`config.mk`:
```
export PLATFORM = sky130hd
export DESIGN_NAME = control_sequencer
export DESIGN_NICKNAME = d
export VERILOG_FILES = /design/src/rtl/control_sequencer.sv
export SDC_FILE = /design/constraint.sdc
export NUM_CORES = 1
export LEC_CHECK = 0
export BUFFER_PORTS_ARGS = -buffer_cell sky130_fd_sc_hd__buf_2
export CAP_MARGIN = 10
export CORE_MARGIN = 3
export CORE_UTILIZATION = 35
export DETAILED_ROUTE_END_ITERATION = 8
export PLACE_DENSITY_LB_ADDON = 0.05
export SYNTH_ARGS = -nofsm -noshare
export SYNTH_HDL_FRONTEND = slang
export SYNTH_SLANG_ARGS = --single-unit
```
`constraint.sdc`:
```
create_clock -name clk -period 3 [get_ports clk]
set_clock_uncertainty 0.05 [all_clocks]
set_input_delay 0.6 -clock clk [delete_from_list [all_inputs] [get_ports clk]]
set_output_delay 0.6 -clock clk [all_outputs]
set_load 0.1 [all_outputs]
```
`src/rtl/control_sequencer.sv`:
```
// control_sequencer: Moore hardwired control unit for the MiniSRC datapath.
// Fetch runs T0-T2; the opcode in IR[31:27] picks the execute steps T3-T7.
module control_sequencer #(
    parameter logic [4:0] ADD_OP = 5'b00011
) (
    input  logic        clk,
    input  logic        reset,
    input  logic        stop,
    input  logic [31:0] IR,
    input  logic        CON_FF,
    output logic        run,
    output logic        PCout,
    output logic        Zlowout,
    output logic        Zhighout,
    output logic        MDRout,
    output logic        HIout,
    output logic        LOout,
    output logic        InPortout,
    output logic        Cout,
    output logic        PCin,
    output logic        MARin,
    output logic        MDRin,
    output logic        IRin,
    output logic        Yin,
    output logic        Zin,
    output logic        HIin,
    output logic        LOin,
    output logic        OutPortin,
    output logic        CONin,
    output logic        IncPC,
    output logic        Read,
    output logic        Write,
    output logic        Gra,
    output logic        Grb,
    output logic        Grc,
    output logic        Rin,
    output logic        Rout,
    output logic        BAout,
    output logic [4:0]  alu_op
);
    typedef enum logic [3:0] {
        S_RST, S_T0, S_T1, S_T2, S_T3, S_T4, S_T5, S_T6, S_T7, S_HALT
    } state_t;

    state_t state_q, state_d, last_st;
    logic [4:0] op;
    logic is_ld, is_ldi, is_st, is_rr, is_imm, is_md, is_nn, is_br;
    logic is_jr, is_in, is_out, is_mfhi, is_mflo, is_halt, is_mem;
    logic unused_ir;

    assign op        = IR[31:27];
    assign unused_ir = ^IR[26:0];
    assign is_ld     = op == 5'b00000;
    assign is_ldi    = op == 5'b00001;
    assign is_st     = op == 5'b00010;
    assign is_rr     = op >= 5'b00011 && op <= 5'b01010;
    assign is_imm    = op >= 5'b01011 && op <= 5'b01101;
    assign is_md     = op == 5'b01110 || op == 5'b01111;
    assign is_nn     = op == 5'b10000 || op == 5'b10001;
    assign is_br     = op == 5'b10010;
    assign is_jr     = op == 5'b10011;
    assign is_in     = op == 5'b10101;
    assign is_out    = op == 5'b10110;
    assign is_mfhi   = op == 5'b10111;
    assign is_mflo   = op == 5'b11000;
    assign is_halt   = op == 5'b11010;
    assign is_mem    = is_ld || is_ldi || is_st;

    // Final execute step per instruction class; everything else ends at T3.
    always_comb begin
        last_st = S_T3;
        if (is_rr || is_imm || is_ldi)
            last_st = S_T5;
        else if (is_md || is_br)
            last_st = S_T6;
        else if (is_ld || is_st)
            last_st = S_T7;
        else if (is_nn)
            last_st = S_T4;
    end

    always_ff @(posedge clk or negedge reset) begin
        if (!reset)
            state_q <= S_RST;
        else
            state_q <= state_d;
    end

    always_comb begin
        state_d = state_q;
        case (state_q)
            S_RST:   state_d = S_T0;
            S_T0:    state_d = stop ? S_HALT : S_T1;
            S_HALT:  state_d = S_HALT;
            default: state_d = (state_q == S_T3 && is_halt) ? S_HALT :
                               (state_q == last_st) ? S_T0 :
                               state_t'(state_q + 4'd1);
        endcase
    end

    always_comb begin
        run       = 1'b0;
        PCout     = 1'b0;
        Zlowout   = 1'b0;
        Zhighout  = 1'b0;
        MDRout    = 1'b0;
        HIout     = 1'b0;
        LOout     = 1'b0;
        InPortout = 1'b0;
        Cout      = 1'b0;
        PCin      = 1'b0;
        MARin     = 1'b0;
        MDRin     = 1'b0;
        IRin      = 1'b0;
        Yin       = 1'b0;
        Zin       = 1'b0;
        HIin      = 1'b0;
        LOin      = 1'b0;
        OutPortin = 1'b0;
        CONin     = 1'b0;
        IncPC     = 1'b0;
        Read      = 1'b0;
        Write     = 1'b0;
        Gra       = 1'b0;
        Grb       = 1'b0;
        Grc       = 1'b0;
        Rin       = 1'b0;
        Rout      = 1'b0;
        BAout     = 1'b0;
        alu_op    = 5'b00000;
        case (state_q)
            S_T0: begin
                run = 1'b1; PCout = 1'b1; MARin = 1'b1; IncPC = 1'b1; Zin = 1'b1;
            end
            S_T1: begin
                run = 1'b1; Zlowout = 1'b1; PCin = 1'b1; Read = 1'b1; MDRin = 1'b1;
            end
            S_T2: begin
                run = 1'b1; MDRout = 1'b1; IRin = 1'b1;
            end
            S_T3: begin
                run = 1'b1;
                if (is_rr || is_imm) begin
                    Grb = 1'b1; Rout = 1'b1; Yin = 1'b1;
                end else if (is_mem) begin
                    Grb = 1'b1; BAout = 1'b1; Yin = 1'b1;
                end else if (is_md) begin
                    Gra = 1'b1; Rout = 1'b1; Yin = 1'b1;
                end else if (is_nn) begin
                    Grb = 1'b1; Rout = 1'b1; Zin = 1'b1; alu_op = op;
                end else if (is_br) begin
                    Gra = 1'b1; Rout = 1'b1; CONin = 1'b1;
                end else if (is_jr) begin
                    Gra = 1'b1; Rout = 1'b1; PCin = 1'b1;
                end else if (is_in) begin
                    InPortout = 1'b1; Gra = 1'b1; Rin = 1'b1;
                end else if (is_out) begin
                    Gra = 1'b1; Rout = 1'b1; OutPortin = 1'b1;
                end else if (is_mfhi) begin
                    HIout = 1'b1; Gra = 1'b1; Rin = 1'b1;
                end else if (is_mflo) begin
                    LOout = 1'b1; Gra = 1'b1; Rin = 1'b1;
                end
            end
            S_T4: begin
                run = 1'b1;
                if (is_rr) begin
                    Grc = 1'b1; Rout = 1'b1; Zin = 1'b1; alu_op = op;
                end else if (is_imm) begin
                    Cout = 1'b1; Zin = 1'b1; alu_op = op;
                end else if (is_md) begin
                    Grb = 1'b1; Rout = 1'b1; Zin = 1'b1; alu_op = op;
                end else if (is_nn) begin
                    Zlowout = 1'b1; Gra = 1'b1; Rin = 1'b1;
                end else if (is_mem) begin
                    Cout = 1'b1; Zin = 1'b1; alu_op = ADD_OP;
                end else if (is_br) begin
                    PCout = 1'b1; Yin = 1'b1;
                end
            end
            S_T5: begin
                run = 1'b1;
                if (is_rr || is_imm || is_ldi) begin
                    Zlowout = 1'b1; Gra = 1'b1; Rin = 1'b1;
                end else if (is_md) begin
                    Zlowout = 1'b1; LOin = 1'b1;
                end else if (is_ld || is_st) begin
                    Zlowout = 1'b1; MARin = 1'b1;
                end else if (is_br) begin
                    Cout = 1'b1; Zin = 1'b1; alu_op = ADD_OP;
                end
            end
            S_T6: begin
                run = 1'b1;
                if (is_md) begin
                    Zhighout = 1'b1; HIin = 1'b1;
                end else if (is_ld) begin
                    Read = 1'b1; MDRin = 1'b1;
                end else if (is_st) begin
                    Gra = 1'b1; Rout = 1'b1; MDRin = 1'b1;
                end else if (is_br) begin
                    Zlowout = 1'b1; PCin = CON_FF;
                end
            end
            S_T7: begin
                run = 1'b1;
                if (is_ld) begin
                    MDRout = 1'b1; Gra = 1'b1; Rin = 1'b1;
                end else if (is_st) begin
                    Write = 1'b1;
                end
            end
            default: ;
        endcase
    end
endmodule

```
==> flow_summary.toml, run 1 <==
[synth]
ys_seq_area_frac = 0.0930
synth_largest_area_cell = "dfrtp_1"
syn_area_per_cell_um2 = 6.94
synthAdderAreaFrac = 0.0465
synth_top_area_frac = 0.0930
postSynth.asyncResetShare = 1.00
synth_area_leaders = "dfrtp_1 9.3%, nand3_1 6.5%, buf_2 4.7%, ha_1 4.7%, nand2_1 4.5%"
syn_inst = 155
synth_warnings = 0
synth_ff_type = "dfrtp_1"
ys_seq_elements = 4
synth_compound_area_frac = 0.295
synthesis.nets = 195
yosysUniqueCellTypes = 58
synthSimpleGateAreaFrac = 0.453
synth.area.mux_share = 0
synth_top_family_by_area = "simple AND/OR/NAND/NOR gates"
syn_area_um2 = 1080
synth_common_cells = "14 x nand3_1, 13 x nand2_1, 10 x buf_2"
synth_edf_count = 0
yosysMostFrequentCell = "nand3_1"
synth-xor-area-share = 0.0163

[clock_network]
h-tree-depth = 1
tritoncts = "done"
ctsResizeCount = 0
clock_latency_ps = 220
clockRootBuffer = "clkbuf_4"
cts_made_buffers = 3
clock_path_buffers = 2
clk_pin_slew_worst_paths_ps = 30
cts.hold.buffers_added = 0
clock-sinks = 4
postCtsSetupBuffers = 0

[critical_path]
cp.buffers_inverters = 2
cp.required_ps = 2350
crit_type = "reg2out"
cp_slowest_cell = "dfrtp_1"
cp_cell_sequence = "nor2b_1 -> buf_4 -> nand3_1 -> o221ai_2 -> buf_12"
cp_max_fo = 11
slowest_delay_ps = 540
start_kind = "flip-flop"
cp_top_family = "simple AND/OR/NAND/NOR gates"
cp.arrival_ps = 2190
cp-end-kind = "primary output"

[power]
switching_share = 0.651
powerDensity_nw_per_um2 = 854
p_sw_mw = 1.01
p_int_mw = 0.544
clkPwrFrac = 0.040
leakagePower_nw = 0.770
ir_drop_mv = 0.607
seqPwrFrac = 0.083
p_comb_frac = 0.877

[cells_and_area]
largestRegisters = "state_q x4"
final_cells = 223
regMostFlops = "state_q"
multi_input_area_um2 = 978
fillers = 236
drive_gt1_frac = 0.464
largest_reg_flops = 4
syn2layout_area_growth_pct = 69.7
seq_area_um2 = 100
insertedDiodeCount = 0
fin_nets = 234

[global_routing]
grt_pass1_vias = 1228
grt_pass1_wl_mm = 5.78
grt_max_degree = 23
grt_usage = 0.198
antenna_found_initial = 0
overflow = 0

[die]
coreArea_um2 = 2850
initial_utilization = 0.377
die_area_um2 = 3780
die_w_um = 61.4
io_pins = 69
row_count = 19
die_h_um = 61.4

[flow_run]
max_cap_viol_count = 0

[route]
vias_per_cell = 6.19
drt_first_pass_iters = 4
initialDrtViolationCount = 51
vias = 1381
wl_mm = 3.60
drcViolationCount = 0
drtAntennaViolNets = 0
wl_per_cell_um = 16.1

[worst_hold_path]
hold_path_class = "in2async"

[placed_design]
preCtsSetupSlack_ps = 170
place_inst = 220
port_buffers = 41
place_congestion = 0.943
hpwlAfterDp_mm = 2.96

[timing]
tightest_slew_ps = 516
hold_viol = 0
min_period_over_period = 0.945
slew_viol_final = 0
timing.final.ws_setup_ps = 164
post-route-min-period_ps = 2840
finalSetupViolations = 0
rsz0062_at_grt = "no"
fmaxAchievable_mhz = 353
relSlewSlack = 0.647

[status]
status = "completed"
## cells by family after synthesis
family / after synthesis
fa+ha+maj: 4
buf+inv: 22
compound gates: 43
xor+xnor: 2
flops: 4
simple gates: 80
## routing by layer
metal  part of all wire  track usage
met1               0.46        0.293
met3              0.069       0.0105
met4              0.016       0.0485
met2               0.46        0.314
met5                  0            0
## cells in the final DEF (no fill, tap or decap), types with 6 or more instances in the layout
master   synthesis  routed
o21ai_0          9       6
nand2_1         13      12
buf_2           10      15
nor2_1           9       6
buf_12           0      26
buf_4            2       9
nand3_1         14      12
## metrics by stage
stage | TNS (ps) | instance area (um^2) | hold WS [ps] | util | power, mW
after global routing | 0 | 1830 | 120 | 0.640 | 1.63
final | 0 | 1830 | 120 | 0.640 | 1.56
after floorplan | -561 | 1230 | 254 | - | 1.11
after CTS | 0 | 1830 | 114 | 0.640 | 1.56
after global placement | 0 | 1800 | 352 | 0.632 | 1.48
after detailed placement | 0 | 1800 | 356 | 0.632 | 1.49
## power by group through the flow
stage / Sequential [mW] / Clock [mW] / Combinational [mW]
detailed placement: 0.128 / 0 / 1.37
floorplan: 0.105 / 0 / 1.01
global route: 0.134 / 0.0664 / 1.43
CTS: 0.127 / 0.0651 / 1.37
global placement: 0.126 / 0 / 1.35
finish: 0.129 / 0.0621 / 1.37
## worst register-to-register path: cells and delay by family (launching register included)
family	cells	cell delay [ps]
simple gates	2	250
fa+ha+maj	1	220
buf+inv	2	270
flops	1	470
compound gates	2	510
## area by class of cell
class                           count  share of cell area
Multi-Input combinational cell    129               0.536
Inverter                            6              0.0123
Clock buffer                        3              0.0123
Timing Repair Buffer               50               0.363
Sequential cell                     4              0.0548
Tap cell                           31              0.0212
## final timing paths
check / depth (start not counted) / slack, ps / endpoint / start
min in group clk: 2 / 560 / state_q[1] / stop
setup reg to reg: 7 / 1100 / state_q[0] / state_q[0]
hold / removal: 1 / 120 / state_q[1] / reset
hold reg to reg: 2 / 700 / state_q[0] / state_q[0]
setup / recovery: 5 / 160 / Gra / state_q[2]
max in group asynchronous: 1 / 2670 / state_q[2] / reset
No activity file was read; power rests on OpenSTA's default activity.
==> run 2: changes to the inputs <==
--- a/config.mk
+++ b/config.mk
@@ -11,6 +11,7 @@
 export CORE_UTILIZATION = 35
 export DETAILED_ROUTE_END_ITERATION = 8
 export PLACE_DENSITY_LB_ADDON = 0.05
+export REMOVE_ABC_BUFFERS = 1
 export SYNTH_ARGS = -nofsm -noshare
 export SYNTH_HDL_FRONTEND = slang
 export SYNTH_SLANG_ARGS = --single-unit
==> run 2 against run 1 <==
Against the previous run: register-to-register slack lost 60 ps; combinational power decreased by 6%; non-clock buffer count is 3 higher; routed wire length is 4.6% higher; largest power group unchanged; final cell count grew 1.3%; hold slack worse by 7.7 ps; critical endpoint is now Zin; sequential power is 14% higher.
==> flow_summary.toml, run 2 (same netlist as run 1, synthesis figures left out) <==
[timing]
fmaxAchievable_mhz = 358
relSlewSlack = 0.675
tns_ps = 0
hold_viol = 0
slew_viol_final = 0
min_period_over_period = 0.932
tightest_slew_ps = 491
post-route-min-period_ps = 2800
rsz0062_at_grt = "no"
finalSetupViolations = 0

[route]
drtAntennaViolNets = 0
vias = 1363
wl_per_cell_um = 16.6
vias_per_cell = 6.03
initialDrtViolationCount = 106
drcViolationCount = 0
drt_first_pass_iters = 4
wl_mm = 3.76

[power]
leakagePower_nw = 0.724
finalPower_mw = 1.50
powerDensity_nw_per_um2 = 901
ir_drop_mv = 0.662

[clock_network]
cts.hold.buffers_added = 0
cts_made_buffers = 3
clockRootBuffer = "clkbuf_4"
clock_latency_ps = 240
postCtsSetupBuffers = 0
h-tree-depth = 1
clock-sinks = 4
clock_path_buffers = 2
clk_pin_slew_worst_paths_ps = 40
ctsResizeCount = 0
tritoncts = "done"

[global_routing]
grt_pass1_wl_mm = 6.20
grt_pass1_vias = 1265
antenna_found_initial = 0
overflow = 0
grt_usage = 0.216
grt_max_degree = 18

[cells_and_area]
fin_nets = 237
mostFrequentLayoutCells = "21 x buf_12, 20 x buf_2, 14 x nand3_1"
insertedDiodeCount = 0
drive_gt1_frac = 0.374
largestRegisters = "state_q x4"
final_common_cell = "buf_12"
syn2layout_area_growth_pct = 55.0
regMostFlops = "state_q"
largest_reg_flops = 4

[worst_hold_path]
hold_path_class = "in2async"

[die]
die_area_um2 = 3780
row_count = 19
die_w_um = 61.4
initial_utilization = 0.377
io_pins = 69
coreArea_um2 = 2850
die_h_um = 61.4

[critical_path]
start_kind = "input pin"
cp-end-kind = "primary output"
r2r_start = "state_q[2]"
reg2reg_depth = 5
crit_type = "in2out"
reg2reg_slack_ps = 1040
cp.arrival_ps = 2150
r2r-end = "state_q[1]"
cp.required_ps = 2350
cp_max_fo = 4

[placed_design]
port_buffers = 41
hpwlAfterDp_mm = 2.95
place_congestion = 0.958

[status]
status = "completed"

[flow_run]
max_cap_viol_count = 0
[run 2: final cells by class]
| cell class | instances | area, um^2 |
|---|---|---|
| clock buffer | 3 | 22.5 |
| fill | 251 | 1180 |
| inverter | 6 | 22.5 |
| multi-input combinational | 129 | 873 |
| sequential | 4 | 100 |
| tap | 31 | 38.8 |
| timing repair buffer | 53 | 611 |
[run 2: per-layer routing]
layer  global-route usage  share of wire  up-vias
li1                     -              -      658
met1                0.328           0.45      629
met2                0.323           0.45       76
met3               0.0398          0.091        0
met4               0.0273              0        0
met5                    0              0        -
[run 2: where the power goes]
group,switching [mW],internal [mW],total (mW)
Combinational,0.907,0.380,1.29
Sequential,0.0652,0.0814,0.147
Clock,0.0240,0.0449,0.0689
Total,0.996,0.507,1.50
[run 2: worst max path at each step]
| stage | from | endpoint | slack [ps] | cells past startpoint |
|---|---|---|---|---|
| after floorplan | state_q[2] | Grb | -1120 | 3 |
| after global placement | IR[29] | Yin | 220 | 6 |
| after detailed placement | IR[27] | Rin | 220 | 7 |
| after CTS | IR[27] | Rin | 210 | 7 |
| after global routing | state_q[2] | alu_op[0] | 80 | 6 |
| final | IR[27] | Zin | 200 | 6 |
[run 2: critical path, cell delays in order]
cell and delay (ps):
buf_2 120, or4b_4 570, nor2_2 210, nand3_1 240, nand3_1 210, buf_12 190
[run 2: stage by stage]
stage | area, um^2 | worst slack (ps) | std cells | hold slack, ps | util
after floorplan | 996 | -1120 | 139 | 254 | -
after global placement | 1650 | 217 | 223 | 355 | 0.577
after detailed placement | 1650 | 216 | 223 | 361 | 0.577
after CTS | 1670 | 209 | 226 | 107 | 0.585
after global routing | 1670 | 82.3 | 226 | 99.9 | 0.585
final | 1670 | 204 | 226 | 112 | 0.585
==> run 3: changes to the inputs <==
--- a/config.mk
+++ b/config.mk
@@ -5,8 +5,10 @@
 export SDC_FILE = /design/constraint.sdc
 export NUM_CORES = 1
 export LEC_CHECK = 0
+export ABC_AREA = 1
 export BUFFER_PORTS_ARGS = -buffer_cell sky130_fd_sc_hd__buf_2
 export CAP_MARGIN = 10
+export CORE_ASPECT_RATIO = 0.9
 export CORE_MARGIN = 3
 export CORE_UTILIZATION = 35
 export DETAILED_ROUTE_END_ITERATION = 8
==> run 3 against run 2 <==
Against the previous run: register-to-register slack improved by 110 ps; non-clock buffer count decreased by 11; fmax decreased by 2.0%; final area decreased by 24%; die area decreased by 7.7%; clock power decreased by 8.6%; global-route usage decreased by 3.5 points; area after synthesis decreased by 8.6%; critical path type is now reg2out.
==> flow_summary.toml, run 3 <==
[placed_design]
hpwlAfterDp_mm = 2.69
preCtsSetupSlack_ps = 285
port_buffers = 41
place_congestion = 0.891
place_inst = 242

[cells_and_area]
largest_reg_flops = 4
fin_nets = 259
multi_input_area_um2 = 731
fillers = 279
mostFrequentLayoutCells = "37 x buf_2, 34 x nand2_1, 26 x nor2_1"
regMostFlops = "state_q"
seq_area_um2 = 100
insertedDiodeCount = 0
final_cells = 245
syn2layout_area_growth_pct = 29.6
drive_gt1_frac = 0.364
final_common_cell = "buf_2"
largestRegisters = "state_q x4"

[route]
drt_first_pass_iters = 4
initialDrtViolationCount = 53
drtAntennaViolNets = 0
drcViolationCount = 0
wl_mm = 3.07
vias = 1238
vias_per_cell = 5.05
wl_per_cell_um = 12.5

[critical_path]
start_kind = "flip-flop"
cp.arrival_ps = 2200
r2r-end = "state_q[1]"
critPathLaunch = "state_q[0]"
r2r_start = "state_q[0]"
cp-endpoint = "InPortout"
cp_max_fo = 8
cp-end-kind = "primary output"
reg2reg_depth = 9
cp.required_ps = 2350
crit_type = "reg2out"
reg2reg_slack_ps = 1150

[global_routing]
grt_usage = 0.181
grt_pass1_wl_mm = 4.98
overflow = 0
grt_max_degree = 10
grt_pass1_vias = 1102
antenna_found_initial = 0

[die]
die_h_um = 56.3
coreArea_um2 = 2550
initial_utilization = 0.385
io_pins = 69
die_w_um = 61.9
row_count = 17
die_area_um2 = 3480

[timing]
fmaxAchievable_mhz = 351
hold_viol = 0
tightest_slew_ps = 492
min_period_over_period = 0.951
tns_ps = 0
timing.final.ws_setup_ps = 148
rsz0062_at_grt = "no"
relSlewSlack = 0.674
finalSetupViolations = 0
post-route-min-period_ps = 2850
slew_viol_final = 0

[power]
finalPower_mw = 1.38
ir_drop_mv = 0.442
powerDensity_nw_per_um2 = 1080
leakagePower_nw = 0.727

[clock_network]
tritoncts = "done"
clockRootBuffer = "clkbuf_4"
clock_path_buffers = 2
cts.hold.buffers_added = 0
cts_made_buffers = 3
ctsResizeCount = 0
clock_latency_ps = 230
postCtsSetupBuffers = 0
clk_pin_slew_worst_paths_ps = 40
h-tree-depth = 1
clock-sinks = 4

[synth]
yosysMostFrequentCell = "nand2_1"
syn_inst = 175
syn_area_um2 = 983
yosysUniqueCellTypes = 29
synth_common_cells = "34 x nand2_1, 26 x nor2_1, 22 x inv_1"
synth_largest_area_cell = "nand2_1"
syn_area_per_cell_um2 = 5.62
synth_top_area_frac = 0.130
postSynth.asyncResetShare = 1.00
synth_edf_count = 0
ys_seq_area_frac = 0.102
synth_ff_type = "dfrtp_1"
ys_seq_elements = 4
synth_area_leaders = "nand2_1 13%, dfrtp_1 10%, nor2_1 9.9%, inv_1 8.4%, nand3_1 8.1%"
synth_warnings = 0

[worst_hold_path]
hold_path_class = "in2async"

[flow_run]
max_cap_viol_count = 0

[status]
status = "completed"
-- run 3: kinds of logic after synthesis --
kind of cell	Yosys count	share of synthesized area
compound gates	22	0.132
xor+xnor	3	0.0344
fa+ha+maj	4	0.0509
buf+inv	36	0.155
flops	4	0.102
simple gates	106	0.525
-- run 3: power breakdown --
group          switching (mW)  total (mW)  leakage, nW  internal [mW]
Clock                  0.0185      0.0630       0.0138         0.0445
Combinational           0.962        1.19        0.664          0.229
Sequential             0.0392       0.122       0.0492         0.0827
Total                    1.02        1.38        0.727          0.356
-- run 3: layer usage --
metal	share of wire	GRT usage
met5	0	0
met4	0.0039	0.0364
met3	0.055	0.0115
met2	0.43	0.271
met1	0.51	0.280
-- run 3: worst min path at each step --
stage	cells past startpoint	endpoint	slack, ps
2_1_floorplan	0	state_q[0]	250
4_1_cts	1	state_q[3]	110
3_3_place_gp	1	state_q[3]	350
5_1_grt	1	state_q[0]	120
6_report	1	state_q[3]	110
3_5_place_dp	1	state_q[1]	350
-- run 3: worst max-delay path: stages (launching register included) --
cell and delay [ps]:
dfrtp_1 420, inv_1 160, ha_1 250, inv_1 100
nor2_4 220, nand2_1 90, nor3_1 180, nand2_1 90
nor4_2 250, buf_12 220
-- run 3: layout make-up --
cell class                 instances  share of cell area
clock buffer                       3              0.0177
timing repair buffer              42               0.204
tap                               28              0.0275
multi-input combinational        135               0.573
sequential                         4              0.0785
inverter                          33              0.0991
-- run 3: stage by stage --
stage / instance area [um^2] / hold WS (ps) / util
2_1_floorplan: 957 / 254 / -
3_3_place_gp: 1250 / 351 / 0.490
3_5_place_dp: 1250 / 354 / 0.490
4_1_cts: 1270 / 108 / 0.499
5_1_grt: 1270 / 118 / 0.500
6_report: 1270 / 115 / 0.500
